==> src/rtl/regfile_write_arbiter.sv <==
// Shares the regfile write port between CPU writeback and two peripheral requesters.
// CPU has priority; peripherals are buffered one deep, served round-robin, and force a slot when starved.
module regfile_write_arbiter #(
  parameter int DATA_W   = 32,
  parameter int ADDR_W   = 5,
  parameter int MAX_WAIT = 8,
  parameter int WCNT_W   = 4
) (
  input  logic              clock,
  input  logic              ctrl_reset,
  input  logic              cpu_we,
  input  logic [ADDR_W-1:0] cpu_waddr,
  input  logic [DATA_W-1:0] cpu_wdata,
  input  logic              p0_req,
  input  logic [ADDR_W-1:0] p0_addr,
  input  logic [DATA_W-1:0] p0_data,
  input  logic              p1_req,
  input  logic [ADDR_W-1:0] p1_addr,
  input  logic [DATA_W-1:0] p1_data,
  output logic              p0_ack,
  output logic              p1_ack,
  output logic              stall_cpu,
  output logic              ctrl_writeEnable,
  output logic [ADDR_W-1:0] ctrl_writeReg,
  output logic [DATA_W-1:0] data_writeReg
);

  localparam logic [WCNT_W-1:0] WCNT_MAX = '1;
  localparam logic [WCNT_W-1:0] WAIT_LIM = WCNT_W'(MAX_WAIT);

  logic [1:0]        req_vec;
  logic [1:0]        ack_vec;
  logic [1:0]        buf_vld;
  logic [1:0]        starve_vec;
  logic [1:0]        gnt_buf;
  logic              gnt_cpu;
  logic              cpu_vld;
  logic              rr_p1;
  logic [ADDR_W-1:0] req_addr [2];
  logic [DATA_W-1:0] req_data [2];
  logic [ADDR_W-1:0] buf_addr [2];
  logic [DATA_W-1:0] buf_data [2];
  logic [WCNT_W-1:0] wcnt     [2];

  logic              wr_vld_p0;
  logic [ADDR_W-1:0] wr_addr_p0;
  logic [DATA_W-1:0] wr_data_p0;

  // Stage p0: grant decision, capture handshake and write-port mux
  always_comb begin
    req_vec     = {p1_req, p0_req};
    req_addr[0] = p0_addr;
    req_addr[1] = p1_addr;
    req_data[0] = p0_data;
    req_data[1] = p1_data;
    cpu_vld     = cpu_we && (cpu_waddr != '0);

    for (int k = 0; k < 2; k++) begin
      starve_vec[k] = buf_vld[k] && (wcnt[k] >= WAIT_LIM);
    end

    gnt_buf = 2'b00;
    gnt_cpu = 1'b0;
    if (|starve_vec) begin
      gnt_buf = (&starve_vec) ? (rr_p1 ? 2'b10 : 2'b01) : starve_vec;
    end else if (cpu_vld) begin
      gnt_cpu = 1'b1;
    end else if (&buf_vld) begin
      gnt_buf = rr_p1 ? 2'b10 : 2'b01;
    end else begin
      gnt_buf = buf_vld;
    end

    stall_cpu = |starve_vec;

    // A buffer being drained this cycle can accept the next request at the same edge
    for (int k = 0; k < 2; k++) begin
      ack_vec[k] = req_vec[k] && (!buf_vld[k] || gnt_buf[k]);
    end
    p0_ack = ack_vec[0];
    p1_ack = ack_vec[1];

    wr_vld_p0  = gnt_cpu || (|gnt_buf);
    wr_addr_p0 = cpu_waddr;
    wr_data_p0 = cpu_wdata;
    if (gnt_buf[0]) begin
      wr_addr_p0 = buf_addr[0];
      wr_data_p0 = buf_data[0];
    end else if (gnt_buf[1]) begin
      wr_addr_p0 = buf_addr[1];
      wr_data_p0 = buf_data[1];
    end
  end

  // Stage p1: buffer state, wait counters, RR pointer and registered write port
  always_ff @(posedge clock or posedge ctrl_reset) begin
    if (ctrl_reset) begin
      buf_vld          <= 2'b00;
      wcnt[0]          <= '0;
      wcnt[1]          <= '0;
      rr_p1            <= 1'b0;
      ctrl_writeEnable <= 1'b0;
      ctrl_writeReg    <= '0;
      data_writeReg    <= '0;
    end else begin
      for (int k = 0; k < 2; k++) begin
        // Writes to r0 are acknowledged but never occupy the buffer
        if (ack_vec[k]) begin
          buf_vld[k] <= (req_addr[k] != '0);
        end else if (gnt_buf[k]) begin
          buf_vld[k] <= 1'b0;
        end
        if (buf_vld[k] && !gnt_buf[k]) begin
          wcnt[k] <= (wcnt[k] == WCNT_MAX) ? wcnt[k] : wcnt[k] + 1'b1;
        end else begin
          wcnt[k] <= '0;
        end
      end
      if (|gnt_buf) begin
        rr_p1 <= gnt_buf[0];
      end
      ctrl_writeEnable <= wr_vld_p0;
      ctrl_writeReg    <= wr_addr_p0;
      data_writeReg    <= wr_data_p0;
    end
  end

  always_ff @(posedge clock) begin
    for (int k = 0; k < 2; k++) begin
      if (ack_vec[k]) begin
        buf_addr[k] <= req_addr[k];
        buf_data[k] <= req_data[k];
      end
    end
  end

endmodule

==> config.mk <==
export PLATFORM = sky130hd
export DESIGN_NAME = regfile_write_arbiter
export DESIGN_NICKNAME = d
export VERILOG_FILES = /design/src/rtl/regfile_write_arbiter.sv
export SDC_FILE = /design/constraint.sdc
export NUM_CORES = 1
export LEC_CHECK = 0
export ABC_AREA = 1
export CORE_ASPECT_RATIO = 0.5
export CORE_MARGIN = 1.5
export CORE_UTILIZATION = 45
export DETAILED_ROUTE_END_ITERATION = 10
export MAX_ROUTING_LAYER = met4
export PLACE_DENSITY = 0.87
export SYNTH_ARGS = -nofsm -noshare
export SYNTH_HDL_FRONTEND = slang
export SYNTH_SLANG_ARGS = --single-unit
==> constraint.sdc <==
create_clock -name clock -period 3.3 [get_ports clock]
set_clock_uncertainty 0.15 [all_clocks]
set_input_delay 0.66 -clock clock [delete_from_list [all_inputs] [get_ports clock]]
set_output_delay 0.66 -clock clock [all_outputs]
set_load 0.005 [all_outputs]
# Yosys cells after proc, flatten, opt, wreduce, memory -nomap -nowiden
# Memory sizes are Yosys's and may differ from the RTL's.
# Cells that the tools add are included.
# totals
register_bits	49
ram_bits	74
in_bits	116
output_inout_bits	41
elab_cells	64
memories	2
# memory_table
memory	depth	word_bits	read_ports	rd_clocked_by_memory_dff	wr	line_no	source
buf_data	2	32	2	0	2	42	logic [DATA_W-1:0] buf_data [2];
buf_addr	2	5	2	0	2	41	logic [ADDR_W-1:0] buf_addr [2];
# op_classes
addsub	2
order_cmp	2
n_eq_ne	4
mux	23
reduce_logical	23
# op_table
cell	count
32-bit two-way mux	2
4-bit two-way mux	4
5-bit nonzero test	3
1-bit two-way mux	10
2-bit two-way mux	5
5-bit two-way mux	2
4-bit by 1-bit adder with 4-bit output (second input constant)	2
4-bit equality test (second input constant)	2
4-bit >= comparator (second input constant)	2
1-bit logical AND	7
1-bit zero test	4
2-bit != test (second input constant)	2
2-bit AND reduction	2
2-bit nonzero test	2
2-bit OR reduction	2
1-bit logical OR	3

# Depth between registers and ports, before layout
# logic_depth
word_depth	9
depth_mapped	11
depth_no_buf	9

# Least setup slack after synthesis
# Ideal clock, no wire load.
# synth_timing
path_kind	input -> output
start	in cpu_waddr[2]
end	out p0_ack
arrival_ns	2.236
required_time_ns	2.490
slack_ns	0.254
stages	10
path_buffers	1
path_cell_list	nor2_1 -> nand3_1 -> nand2_1 -> nand2_1 -> nand2_1 -> nand2_1 -> buf_4 -> nand2_1 -> nand2_1 -> inv_1
# synth_between
elab_chain_len	6
# synth_rtl
item	line_no	source
start, declared	12	input logic [ADDR_W-1:0] cpu_waddr,
5-bit nonzero test	56	cpu_vld = cpu_we && (cpu_waddr != '0);
1-bit logical AND	56	
2-bit two-way mux	66	end else if (cpu_vld) begin
2-bit two-way mux	64	if (|starve_vec) begin
1-bit logical OR	78	ack_vec[k] = req_vec[k] && (!buf_vld[k] || gnt_buf[k]);
1-bit logical AND	78	
end, declared	20	output logic p0_ack,
# No other way between the ends.

# Worst setup path after layout
# layout_timing
start	reg buf_vld[0]
end	out p1_ack
# layout_between
elab_chain_len	6
word_cells_on_any_way	10
cone_classes	mux (4); reduce/logical (6)
# layout_rtl
item	line_no	source
start, declared	33	logic [1:0] buf_vld;
start signal, assigned by index	109	buf_vld[k] <= (req_addr[k] != '0);
2-bit AND reduction or 1-bit logical AND (tied branches)	68, 59	
2-bit two-way mux or 2-bit AND reduction (tied branches)	68, 65	
2-bit two-way mux, on equally long branches	66, 65	
2-bit two-way mux (*)	64	
1-bit logical OR (*)	78	
1-bit logical AND (*)	78	
end, declared	21	output logic p1_ack,
# Every way passes the cells marked *; elsewhere a longest branch is shown, timed or not.

==> impl_metrics.csv <==
group,metric,value,unit
finish,final_common_cell,"clkdlybuf4s50_1",
power,power.switching,1940,uW
finish,fin_nets,768,
worst_setup_path,worst_setup_path_start_kind,"flop",
logic_synthesis,yosysSeqAreaShare,68.4,%
sta,fmax,314,MHz
global_route,antenna_found_initial,0,
floorplanning,core,0.0109,sq mm
global_route,grt_max_degree,41,
clocking,clk_latency,0.42,ns
drt,drtPass1Iterations,7,
sta,rsz0062_at_grt,"no",
sta,final.setup.tns,0,ns
power,clockPowerShare,28.1,%
place,dp_slack,0.0880,ns
power,vdd_drop_max,462,uV
power,p_leak,0.00329,uW
finish,design_area,0.00731,sq mm
floorplanning,io_pins,157,
sta,tightestPinTransition,0.677,ns
drt,first_iter_violations,318,
power,switching_share,31.9,%
worst_setup_path,crit_path_cell_trace,"nand2_2 -> o21bai_4 -> a21boi_1 -> nand2_1 -> nand2_1 -> inv_1 -> clkdlybuf4s50_1",
global_route,grt_pass1_vias,4226,
sta,holdWs,0.301,ns
logic_synthesis,synth_nets,601,
run_status,status,"finished, final reports clean",
worst_setup_path,path_common_cell,"nand2_1",
power,power_frac_comb,33.1,%
clocking,cts_buffer_depth,2,
logic_synthesis,syn_area_per_cell,10.5,sq um
finish,final_cell_mix,"155 x clkdlybuf4s50_1, 128 x nand2_1, 87 x inv_1",
sta,hold_viol,0,
power,intPower,4130,uW
clocking,cts_setup_buffers,0,
worst_setup_path,cp_slowest_cell,"clkdlybuf4s50_1",
sta,setup_viol_count_final,0,
sta,finalCritPeriodShare,96.6,%
worst_setup_path,end_kind,"primary output",
clocking,numCtsBuffers,17,
power,power-per-cell-area,830,mW/mm^2
finish,area_growth_syn_to_layout,45.0,%
logic_synthesis,synth-warning-count,0,
floorplanning,die_y,77.8,um
power,seq_power_share,38.8,%
logic_synthesis,ys_ff_latch,123,
global_route,track_usage,24.9,%
clocking,postCtsHoldBufs,0,
finish,diodes,0,
place,io_buffers,156,
clocking,cts_root_buf,"clkbuf_16",
worst_setup_path,worstPathMaxFanout,11,
logic_synthesis,syn_inst,481,
logic_synthesis,syn-cell-area,0.00504,sq mm
floorplanning,fp-row-count,27,
floorplanning,start_util,46.0,%
finish,drive_above_1_share,7.11,%
place,hpwlAfterDp,8900,um
drt,vias_per_cell,5.08,
drt,drt_wl_total,14100,um
floorplanning,dieWidth,153,um
floorplanning,dieArea,0.0119,sq mm
sta,slew_headroom,54.8,%
worst_setup_path,crit_type,"reg2out",
worst_setup_path,cp.required,2.49,ns
drt,avgRoutedWirePerCell,17.5,um
clocking,cts_tree,"built",
place,post_dp_cell_area,0.00675,sq mm
worst_setup_path,slowest_delay,0.49,ns
global_route,overflow,0,
drt,ant_nets,0,
drt,drc_errors,0,
clocking,cts_sinks,123,
worst_hold_path,min_path_type,"reg2reg",
sta,fin_ws,0.113,ns
sta,slew_viol_final,0,
drt,vias,4096,
place,gp_congestion,0.862,
clocking,htree_levels,4,
sta,layout_min_cycle_time,3.19,ns
worst_setup_path,crit_arrival,2.38,ns
global_route,grt_pass1_wl,21500,um
clocking,clkTransAtPathRegs,0.05,ns
flow_run,cap_violations,0,
logic_synthesis,synth_cell_types,26,
[synthesized netlist by cell type]
| cell | n | area share, % |
|---|---|---|
| buf_6 | 2 | 0.45 |
| a21oi_1 | 2 | 0.20 |
| nor2_1 | 12 | 0.89 |
| o21ai_0 | 6 | 0.60 |
| buf_4 | 4 | 0.60 |
| nand3_1 | 80 | 7.9 |
| a21boi_1 | 1 | 0.15 |
| nand2_2 | 2 | 0.25 |
| nor3b_1 | 2 | 0.30 |
| o21bai_2 | 1 | 0.22 |
| inv_2 | 2 | 0.15 |
| o2111ai_1 | 1 | 0.17 |
| xor2_1 | 1 | 0.17 |
| nand3b_1 | 1 | 0.15 |
| nor2_2 | 1 | 0.12 |
| or2_2 | 1 | 0.12 |
| ha_1 | 4 | 0.99 |
| buf_2 | 13 | 1.3 |
| inv_1 | 88 | 6.6 |
| edfxtp_1 | 74 | 44 |
| nand2_1 | 128 | 9.5 |
| dfrtp_1 | 49 | 24 |
| a21boi_0 | 1 | 0.15 |
| o21ai_1 | 2 | 0.20 |
| o211ai_1 | 1 | 0.15 |
| nor3_1 | 2 | 0.20 |
[worst paths after layout]
kind / startpoint / endpoint / slack (ns) / cells after the start
hold reg to reg: buf_data[0][21]$_DFFE_PP_ / data_writeReg[21]$_DFF_PP0_ / 0.30 / 2
min in group asynchronous: ctrl_reset / data_writeReg[27]$_DFF_PP0_ / 0.43 / 2
hold / removal: buf_data[0][21]$_DFFE_PP_ / data_writeReg[21]$_DFF_PP0_ / 0.30 / 2
setup / recovery: buf_vld[0]$_DFFE_PP0P_ / p1_ack / 0.11 / 7
max in group asynchronous: ctrl_reset / data_writeReg[4]$_DFF_PP0_ / 1.80 / 3
setup reg to reg: buf_vld[0]$_DFFE_PP0P_ / data_writeReg[1]$_DFF_PP0_ / 0.83 / 7
[cell families (layout without fill, tap and decap cells)]
family	Yosys count	count (layout)	synth area share, %
compound gates	15	16	1.84
xor+xnor	1	1	0.174
fa+ha+maj	4	4	0.993
buf+inv	109	288	9.04
flops	123	123	68.4
simple gates	229	229	19.5
[through the flow]
step                      util [%]  total power (uW)  instances
after floorplan                  -              3330        481
after global placement        61.6              4220        773
after detailed placement      61.6              4330        773
after CTS                     66.6              6070        805
after global routing          66.8              6360        806
final                         66.8              6070        806
[per-layer routing]
metal | wire [um] | up-vias | GRT usage (%)
li1 | - | 1872 | -
met4 | 867 | 0 | 16.4
met5 | 0 | - | -
met1 | 5510 | 1950 | 27.6
met3 | 821 | 74 | 6.48
met2 | 6940 | 200 | 40.5
[repair_timing]
action,CTS,global route
endpoints found under the setup margin,0,2
hold endpoints to repair,0,0
resized for setup,0,1
[worst max-delay path, delay by kind of cell (launching register included)]
kind / cells / cell delay [ns]
AND/OR/NAND/NOR: 3 / 0.34
flip-flops: 1 / 0.43
buffers and inverters: 2 / 0.57
AO/OA/AOI/OAI: 2 / 0.62
[area by class of cell]
type	instances	area (sq um)
flip-flops and latches	123	3450
fillers	740	3640
repair buffers	166	1640
clock inverters	7	40.0
multi-input cells	250	1150
inverters	90	338
clock buffers	25	507
well taps	145	181
[state kept, by name, summed over array words and instances, names as in the netlist]
name	count
buf_data	64
data_writeReg	32
buf_addr	10
wcnt	8
ctrl_writeReg	5
buf_vld	2
ctrl_writeEnable	1
rr_p1	1
[power groups by stage]
stage | sequential [uW] | combinational (uW) | clock [uW]
detailed placement | 2380 | 1950 | 0
CTS | 2350 | 2000 | 1720
global route | 2390 | 2170 | 1790
finish | 2360 | 2010 | 1710
floorplan | 2380 | 954 | 0
global placement | 2350 | 1870 | 0
(Power assumes the default switching activity.)
